## src/rtl/seg_scan_ctrl.sv

```systemverilog
// Multiplexed seven-segment scan controller with blank gaps and frame-boundary value commit.
// Optional LEADING_ZERO_BLANK_EN suppresses leading zero digits (digit 0 always lit).
//   state | meaning
//   IDLE  | display off, pending value committed
//   BLANK | all digits off, next digit code presented to the decoders
//   SHOW  | current digit enabled
module seg_scan_ctrl #(
    parameter int NUM_DIGITS   = 4,
    parameter int PRESCALE     = 50000,
    parameter int BLANK_CYCLES = 16
) (
    input  logic                    JM1222HM_clk,
    input  logic                    JM1222HM_rst_n,
    input  logic                    JM1222HM_en,
    input  logic                    JM1222HM_load,
    input  logic [4*NUM_DIGITS-1:0] JM1222HM_data,
    output logic                    JM1222HM_load_ack,
    output logic [3:0]              JM1222HM_digit_out,
    output logic                    JM1222HM_blank,
    output logic [NUM_DIGITS-1:0]   JM1222HM_an,
    output logic                    JM1222HM_frame
);
    localparam int DW    = 4 * NUM_DIGITS;
    localparam int IDX_W = $clog2(NUM_DIGITS);
    localparam int CNT_W = $clog2(PRESCALE);
    localparam logic [CNT_W-1:0] BLANK_LAST = CNT_W'(BLANK_CYCLES - 1);
    localparam logic [CNT_W-1:0] SLOT_LAST  = CNT_W'(PRESCALE - 1);
    localparam logic [IDX_W-1:0] IDX_LAST   = IDX_W'(NUM_DIGITS - 1);

    typedef enum logic [1:0] {IDLE, BLANK, SHOW} state_t;

    state_t                  state_q, state_d;
    logic [IDX_W-1:0]        idx_q, idx_d;
    logic [CNT_W-1:0]        cnt_q, cnt_d;
    logic [DW-1:0]           disp_q, disp_d;
    logic [DW-1:0]           pend_q, pend_d;
    logic                    pend_vld_q, pend_vld_d;
    logic                    commit;
    logic                    lit;
    logic [NUM_DIGITS-1:0]   an_q, an_d;
    logic                    blank_q, blank_d;
    logic [3:0]              digit_q, digit_d;
    logic                    ack_q;
    logic                    frame_q, frame_d;

`ifdef LEADING_ZERO_BLANK_EN
    function automatic logic lead_zero(input logic [DW-1:0] v, input logic [IDX_W-1:0] idx);
        logic z;
        z = 1'b1;
        for (int k = 0; k < NUM_DIGITS; k++) begin
            if (k >= int'(idx) && v[4*k +: 4] != 4'h0) z = 1'b0;
        end
        return z && (idx != '0);
    endfunction
`endif

    always_comb begin
        state_d    = state_q;
        idx_d      = idx_q;
        cnt_d      = cnt_q;
        disp_d     = disp_q;
        pend_d     = pend_q;
        pend_vld_d = pend_vld_q;
        commit     = 1'b0;

        case (state_q)
            IDLE: begin
                commit = pend_vld_q;
                if (JM1222HM_en) begin
                    state_d = BLANK;
                    idx_d   = '0;
                    cnt_d   = '0;
                end
            end
            BLANK: begin
                if (!JM1222HM_en) begin
                    state_d = IDLE;
                    idx_d   = '0;
                    cnt_d   = '0;
                end else begin
                    cnt_d = cnt_q + 1'b1;
                    if (cnt_q == BLANK_LAST) state_d = SHOW;
                end
            end
            SHOW: begin
                if (!JM1222HM_en) begin
                    state_d = IDLE;
                    idx_d   = '0;
                    cnt_d   = '0;
                end else if (cnt_q == SLOT_LAST) begin
                    state_d = BLANK;
                    cnt_d   = '0;
                    if (idx_q == IDX_LAST) begin
                        idx_d  = '0;
                        commit = pend_vld_q;
                    end else begin
                        idx_d = idx_q + 1'b1;
                    end
                end else begin
                    cnt_d = cnt_q + 1'b1;
                end
            end
            default: begin
                state_d = IDLE;
                idx_d   = '0;
                cnt_d   = '0;
            end
        endcase

        // commit takes the old pending value, so a coincident load stays pending
        if (commit) begin
            disp_d     = pend_q;
            pend_vld_d = 1'b0;
        end
        if (JM1222HM_load) begin
            pend_d     = JM1222HM_data;
            pend_vld_d = 1'b1;
        end

`ifdef LEADING_ZERO_BLANK_EN
        lit = (state_d == SHOW) && !lead_zero(disp_d, idx_d);
`else
        lit = (state_d == SHOW);
`endif
        an_d    = lit ? ~(NUM_DIGITS'(1) << idx_d) : '1;
        blank_d = !lit;
        digit_d = (state_d == IDLE) ? 4'h0 : disp_d[{idx_d, 2'b00} +: 4];
        frame_d = (state_d == SHOW) && (idx_d == IDX_LAST) && (cnt_d == SLOT_LAST);
    end

    always_ff @(posedge JM1222HM_clk or negedge JM1222HM_rst_n) begin
        if (!JM1222HM_rst_n) begin
            state_q    <= IDLE;
            idx_q      <= '0;
            cnt_q      <= '0;
            disp_q     <= '0;
            pend_q     <= '0;
            pend_vld_q <= 1'b0;
            an_q       <= '1;
            blank_q    <= 1'b1;
            digit_q    <= 4'h0;
            ack_q      <= 1'b0;
            frame_q    <= 1'b0;
        end else begin
            state_q    <= state_d;
            idx_q      <= idx_d;
            cnt_q      <= cnt_d;
            disp_q     <= disp_d;
            pend_q     <= pend_d;
            pend_vld_q <= pend_vld_d;
            an_q       <= an_d;
            blank_q    <= blank_d;
            digit_q    <= digit_d;
            ack_q      <= JM1222HM_load;
            frame_q    <= frame_d;
        end
    end

    assign JM1222HM_load_ack  = ack_q;
    assign JM1222HM_digit_out = digit_q;
    assign JM1222HM_blank     = blank_q;
    assign JM1222HM_an        = an_q;
    assign JM1222HM_frame     = frame_q;

endmodule

```

## config.mk

```make
export PLATFORM = sky130hd
export DESIGN_NAME = seg_scan_ctrl
export DESIGN_NICKNAME = d
export VERILOG_FILES = /design/src/rtl/seg_scan_ctrl.sv
export SDC_FILE = /design/constraint.sdc
export NUM_CORES = 1
export LEC_CHECK = 0
export CAP_MARGIN = 20
export CORE_ASPECT_RATIO = 1.25
export CORE_MARGIN = 2
export CORE_UTILIZATION = 65
export CTS_CLUSTER_SIZE = 8
export DETAILED_ROUTE_END_ITERATION = 6
export DONT_BUFFER_PORTS = 1
export GPL_TIMING_DRIVEN = 0
export PLACE_DENSITY = 0.83
export SLEW_MARGIN = 20
export SYNTH_ARGS = -nofsm -noshare
export SYNTH_HDL_FRONTEND = slang
export SYNTH_SLANG_ARGS = --single-unit
```

## constraint.sdc

```tcl
create_clock -name JM1222HM_clk -period 5.97 [get_ports JM1222HM_clk]
set_input_delay 1.194 -clock JM1222HM_clk [delete_from_list [all_inputs] [get_ports JM1222HM_clk]]
set_output_delay 1.194 -clock JM1222HM_clk [all_outputs]
set_load 0.005 [all_outputs]
```

# Word-level counts from Yosys, hierarchy flattened
# Cells that the tools add are included.
# classes
addsub	2
n_eq_ne	8
shifts	2
muxes	26
bitwise_logic	1
reduce_logical	6
# ops
op	count
$mux 16	5
$pmux 16 s3	1
$eq 16x16->1 const B	2
$mux 2	10
$add 16x1->16 const B	1
$eq 16x4->1 const B	1
$shiftx 16x5->4	1
$pmux 2 s3	2
$eq 2x2->1 const B	4
$mux 4	2
$mux 1	5
$logic_not 2->1	2
$not 4->4	1
$shl 1x2->4 const A	1
$add 2x1->2 const B	1
$eq 2x1->1 const B	1
$logic_and 1x1->1	2
$pmux 1 s2	1
$reduce_bool 2->1	1
$logic_not 1->1	1
# totals
register_bits	64
output_inout_bits	11
word_cells	56

# Longest topological paths before layout
# logic_depth
depth_word	8
mapped_depth	9
ltp_nobuf	8

# Least setup slack after synthesis
# OpenSTA, ideal clock, no wires.
# synth_timing
path_kind	input to register
from	input JM1222HM_en
to	register digit_q[2] (netlist: JM1222HM_digit_out[2])
setup_time_ns	0.119
t_arrival_ns	2.858
setup_slack_ns	2.993
stages	5
path_buffers	0
path_cell_list	nor3_1 a21oi_1 o21ai_2 mux4_1 and2_1
# synth_between
elab_cells_between_ends	14
# synth_lines
item	line	rtl
start, declared	14	input logic JM1222HM_en,
$mux 2, on equally long branches	86, 69, 76	
$pmux 2 s3 (*)	66	case (state_q)
net idx_d[0]	33	logic [IDX_W-1:0] idx_q, idx_d;
$shiftx 16x5->4 (*)	127	digit_d = (state_d == IDLE) ? 4'h0 : disp_d[{idx_d, 2'b00} +: 4];
$mux 4 (*)	127	
net digit_d[2]	42	logic [3:0] digit_q, digit_d;
end signal, assigned	153	digit_q <= digit_d;
end, declared	42	
# Mark *: on every way through the listed nets, which the timed path passes. The rest lies on a longest branch.
# A chain may end at the register's enable or synchronous reset.

# Worst setup path in the final report
# layout_timing
from	input JM1222HM_en
to	register frame_q (netlist: JM1222HM_frame)
# layout_between
elab_cells_between_ends	17
# layout_lines
item	line	rtl
$mux 16, on equally long branches	86, 69, 76	
$pmux 16 s3 (*)	66	
net cnt_d[1]	34	logic [CNT_W-1:0] cnt_q, cnt_d;
$eq 16x16->1 (*)	128	frame_d = (state_d == SHOW) && (idx_d == IDX_LAST) && (cnt_d == SLOT_LAST);
$logic_and 1x1->1 (*)	128	
net frame_d	44	logic frame_q, frame_d;
end signal, assigned	155	frame_q <= frame_d;
end, declared	44	
# Marks and branches as above.

==> flow_summary.toml <==
[setup_path]
worstReg2RegEnd = "JM1222HM_digit_out[2]$_DFF_PN0_"
r2r_slack_ns = 3.11
worstSetupPathType = "in2reg"
crit_fanout = 10
critPathLaunchType = "input port"
crit_path_end_kind = "flip-flop"
reg2reg_depth = 9
required_ns = 6.18
cp.arrival_ns = 3.17
rr_startpoint = "cnt_q[0]$_DFF_PN0_"

[sta]
slew-limit-headroom = 0.546
fin_tns_setup_ns = 0
period_share = 0.495
fmax_mhz = 339
worst_slew_pin_slew_ns = 0.677
post-route-min-period_ns = 2.95
finalClockSkew_ns = 0.00738
rsz0062_at_grt = "false"
hold_violations = 0
finalSetupViolCount = 0
slew_viol_final = 0

[grt]
grt_pass1_vias = 2136
grt_max_degree = 65
gr-total-overflow = 0
grt_first_pass_wirelength_mm = 10.5
grtUsageTotal = 0.262
grt_antenna_before_repair = 0

[layout]
regArea_um2 = 1610
final_cells = 335
multi_input_area_um2 = 1440
fill_cells = 321
area_growth_pct = 8.79
nets = 293
antenna_cells = 0
final_util = 0.725
stdcell_area_um2 = 3410
drive_gt1_frac = 0.255

[logic_synthesis]
syn_inst = 260
synthesis.area_um2 = 3130
yosys_register_bits = 64
synth_top_cell_by_area = "dfrtp_1"
avgSynthCellArea_um2 = 12.0
synth_edf_count = 0
yosysMostFrequentCell = "dfrtp_1"
synth-seq-area-share = 0.514
yosysTopAreaCellShare = 0.472
synthTopCellsByArea = "dfrtp_1, mux2_2, dfstp_2, nand2_1, mux2_4"
synth_top_flop_cell = "dfrtp_1"
synth_nets = 282
yosys_warnings = 0
async_reset_ff_frac = 1.00
yosysUniqueCellTypes = 60
synth_common_cells = "dfrtp_1, mux2_2, nand2_1"

[power]
p_leak_nw = 1.39
irDropWorstVdd_mv = 0.223
power_density_nw_per_um2 = 275
power_uw = 937

[die]
ioPinCount = 31
rows = 28
core_um2 = 4690
dieHeight_um = 81.6
initial_core_util = 0.667
die_area_um2 = 5390
die_w_um = 66.1

[routing]
vias = 2084
dr.pass1.iters = 4
drc = 0
viasPerCell = 6.22
ant_nets = 0
wl_mm = 6.31
drt_iter0_drc = 151
wl_per_cell_um = 18.8

[job]
drv_cap = 0

[clocking]
cts_tree = "built"
cts_hold_buffers = 0
clk_path_buf_depth = 2
ctsResizeCount = 0
root_buffer = "clkbuf_8"
cts_made_buffers = 9
cts_setup_buffers = 0
clk_latency_ns = 0.33
cts_num_sinks = 64
clk_pin_slew_ns = 0.07
cts_htree_levels = 3

[placed_design]
dp_hpwl_mm = 4.45
gp_congestion = 0.928
place_inst = 320
detailed_place.area_um2 = 3210
port_buffers = 0

[hold_path]
whs_path_depth = 1
hp-class = "reg2reg"
hold_end = "disp_q[15]$_DFF_PN0_"
min_from = "disp_q[15]$_DFF_PN0_"

[run_status]
status = "finished clean"
==> per-stage QoR <==
step                worst slack (ns)  hold WS, ns
floorplan                       2.99        0.464
global placement                2.48        0.474
detailed placement              2.46        0.478
CTS                             2.75        0.495
global route                    2.88        0.503
finish                          3.02        0.498
==> report_power, final <==
part | leakage [nW] | internal, mW | switching, mW
Combinational | 0.499 | 0.0490 | 0.0358
Clock | 0.102 | 0.202 | 0.160
Sequential | 0.791 | 0.473 | 0.0173
Total | 1.39 | 0.723 | 0.213
==> routing by layer <==
layer  wire length, µm  track usage
met5                 0            0
met4               119        0.106
met3               252       0.0466
met2              3360        0.461
met1              2570        0.321
==> how the worst max path moves through the flow <==
stage,start,endpoint,slack [ns],depth (start not counted)
2_1_floorplan,JM1222HM_en,JM1222HM_digit_out[2]$_DFF_PN0_,2.99,5
3_3_place_gp,JM1222HM_en,JM1222HM_digit_out[3]$_DFF_PN0_,2.48,5
3_5_place_dp,JM1222HM_en,JM1222HM_digit_out[2]$_DFF_PN0_,2.46,5
4_1_cts,JM1222HM_en,JM1222HM_digit_out[2]$_DFF_PN0_,2.75,5
5_1_grt,JM1222HM_en,JM1222HM_frame$_DFF_PN0_,2.88,8
6_report,JM1222HM_en,JM1222HM_frame$_DFF_PN0_,3.02,8
==> sequential cells by signal (all words and copies together), names as in the netlist <==
register / flops
cnt_q: 16
JM1222HM_blank: 1
disp_q: 16
JM1222HM_frame: 1
JM1222HM_digit_out: 4
pend_q: 16
pend_vld_q: 1
idx_q: 2
JM1222HM_an: 4
state_q: 2
JM1222HM_load_ack: 1
==> kinds of logic after synthesis <==
| kind of cell | after synthesis | share of synthesized area |
|---|---|---|
| AOI/OAI and AO/OA | 45 | 0.105 |
| xor gates and xnor gates | 5 | 0.0140 |
| adders and majority gates | 2 | 0.00799 |
| buffers and inverters | 14 | 0.0272 |
| DFF | 64 | 0.514 |
| muxes | 37 | 0.155 |
| and+or+nand+nor | 93 | 0.178 |
==> layout by cell type, fill, tap and decap left out, types with 5 or more instances in the layout <==
master and instances:
nor2b_1 6, nand2_1 27, o21ai_0 10, dfstp_2 5, mux2_2 29, o31ai_1 5, inv_1 5, and2_1 7
nand3_1 11, clkbuf_8 10, nor2_1 6, dfrtp_1 59, a21oi_1 5
==> layout make-up <==
class	count	share of cell area
inverters	5	0.00551
clock buffers	10	0.0404
flip-flops and latches	64	0.472
plain buffers	9	0.0195
clock inverters	5	0.0169
well taps	60	0.0220
multi-input cells	182	0.424
==> worst max-delay path, stage by stage <==
cell	delay [ns]
nor2b_1	0.19
nand2_1	0.12
a21oi_1	0.49
nor2_1	0.13
buf_2	0.22
o21ai_0	0.26
o221ai_1	0.21
nor4_1	0.33
No activity file was read; power rests on OpenSTA's default activity.
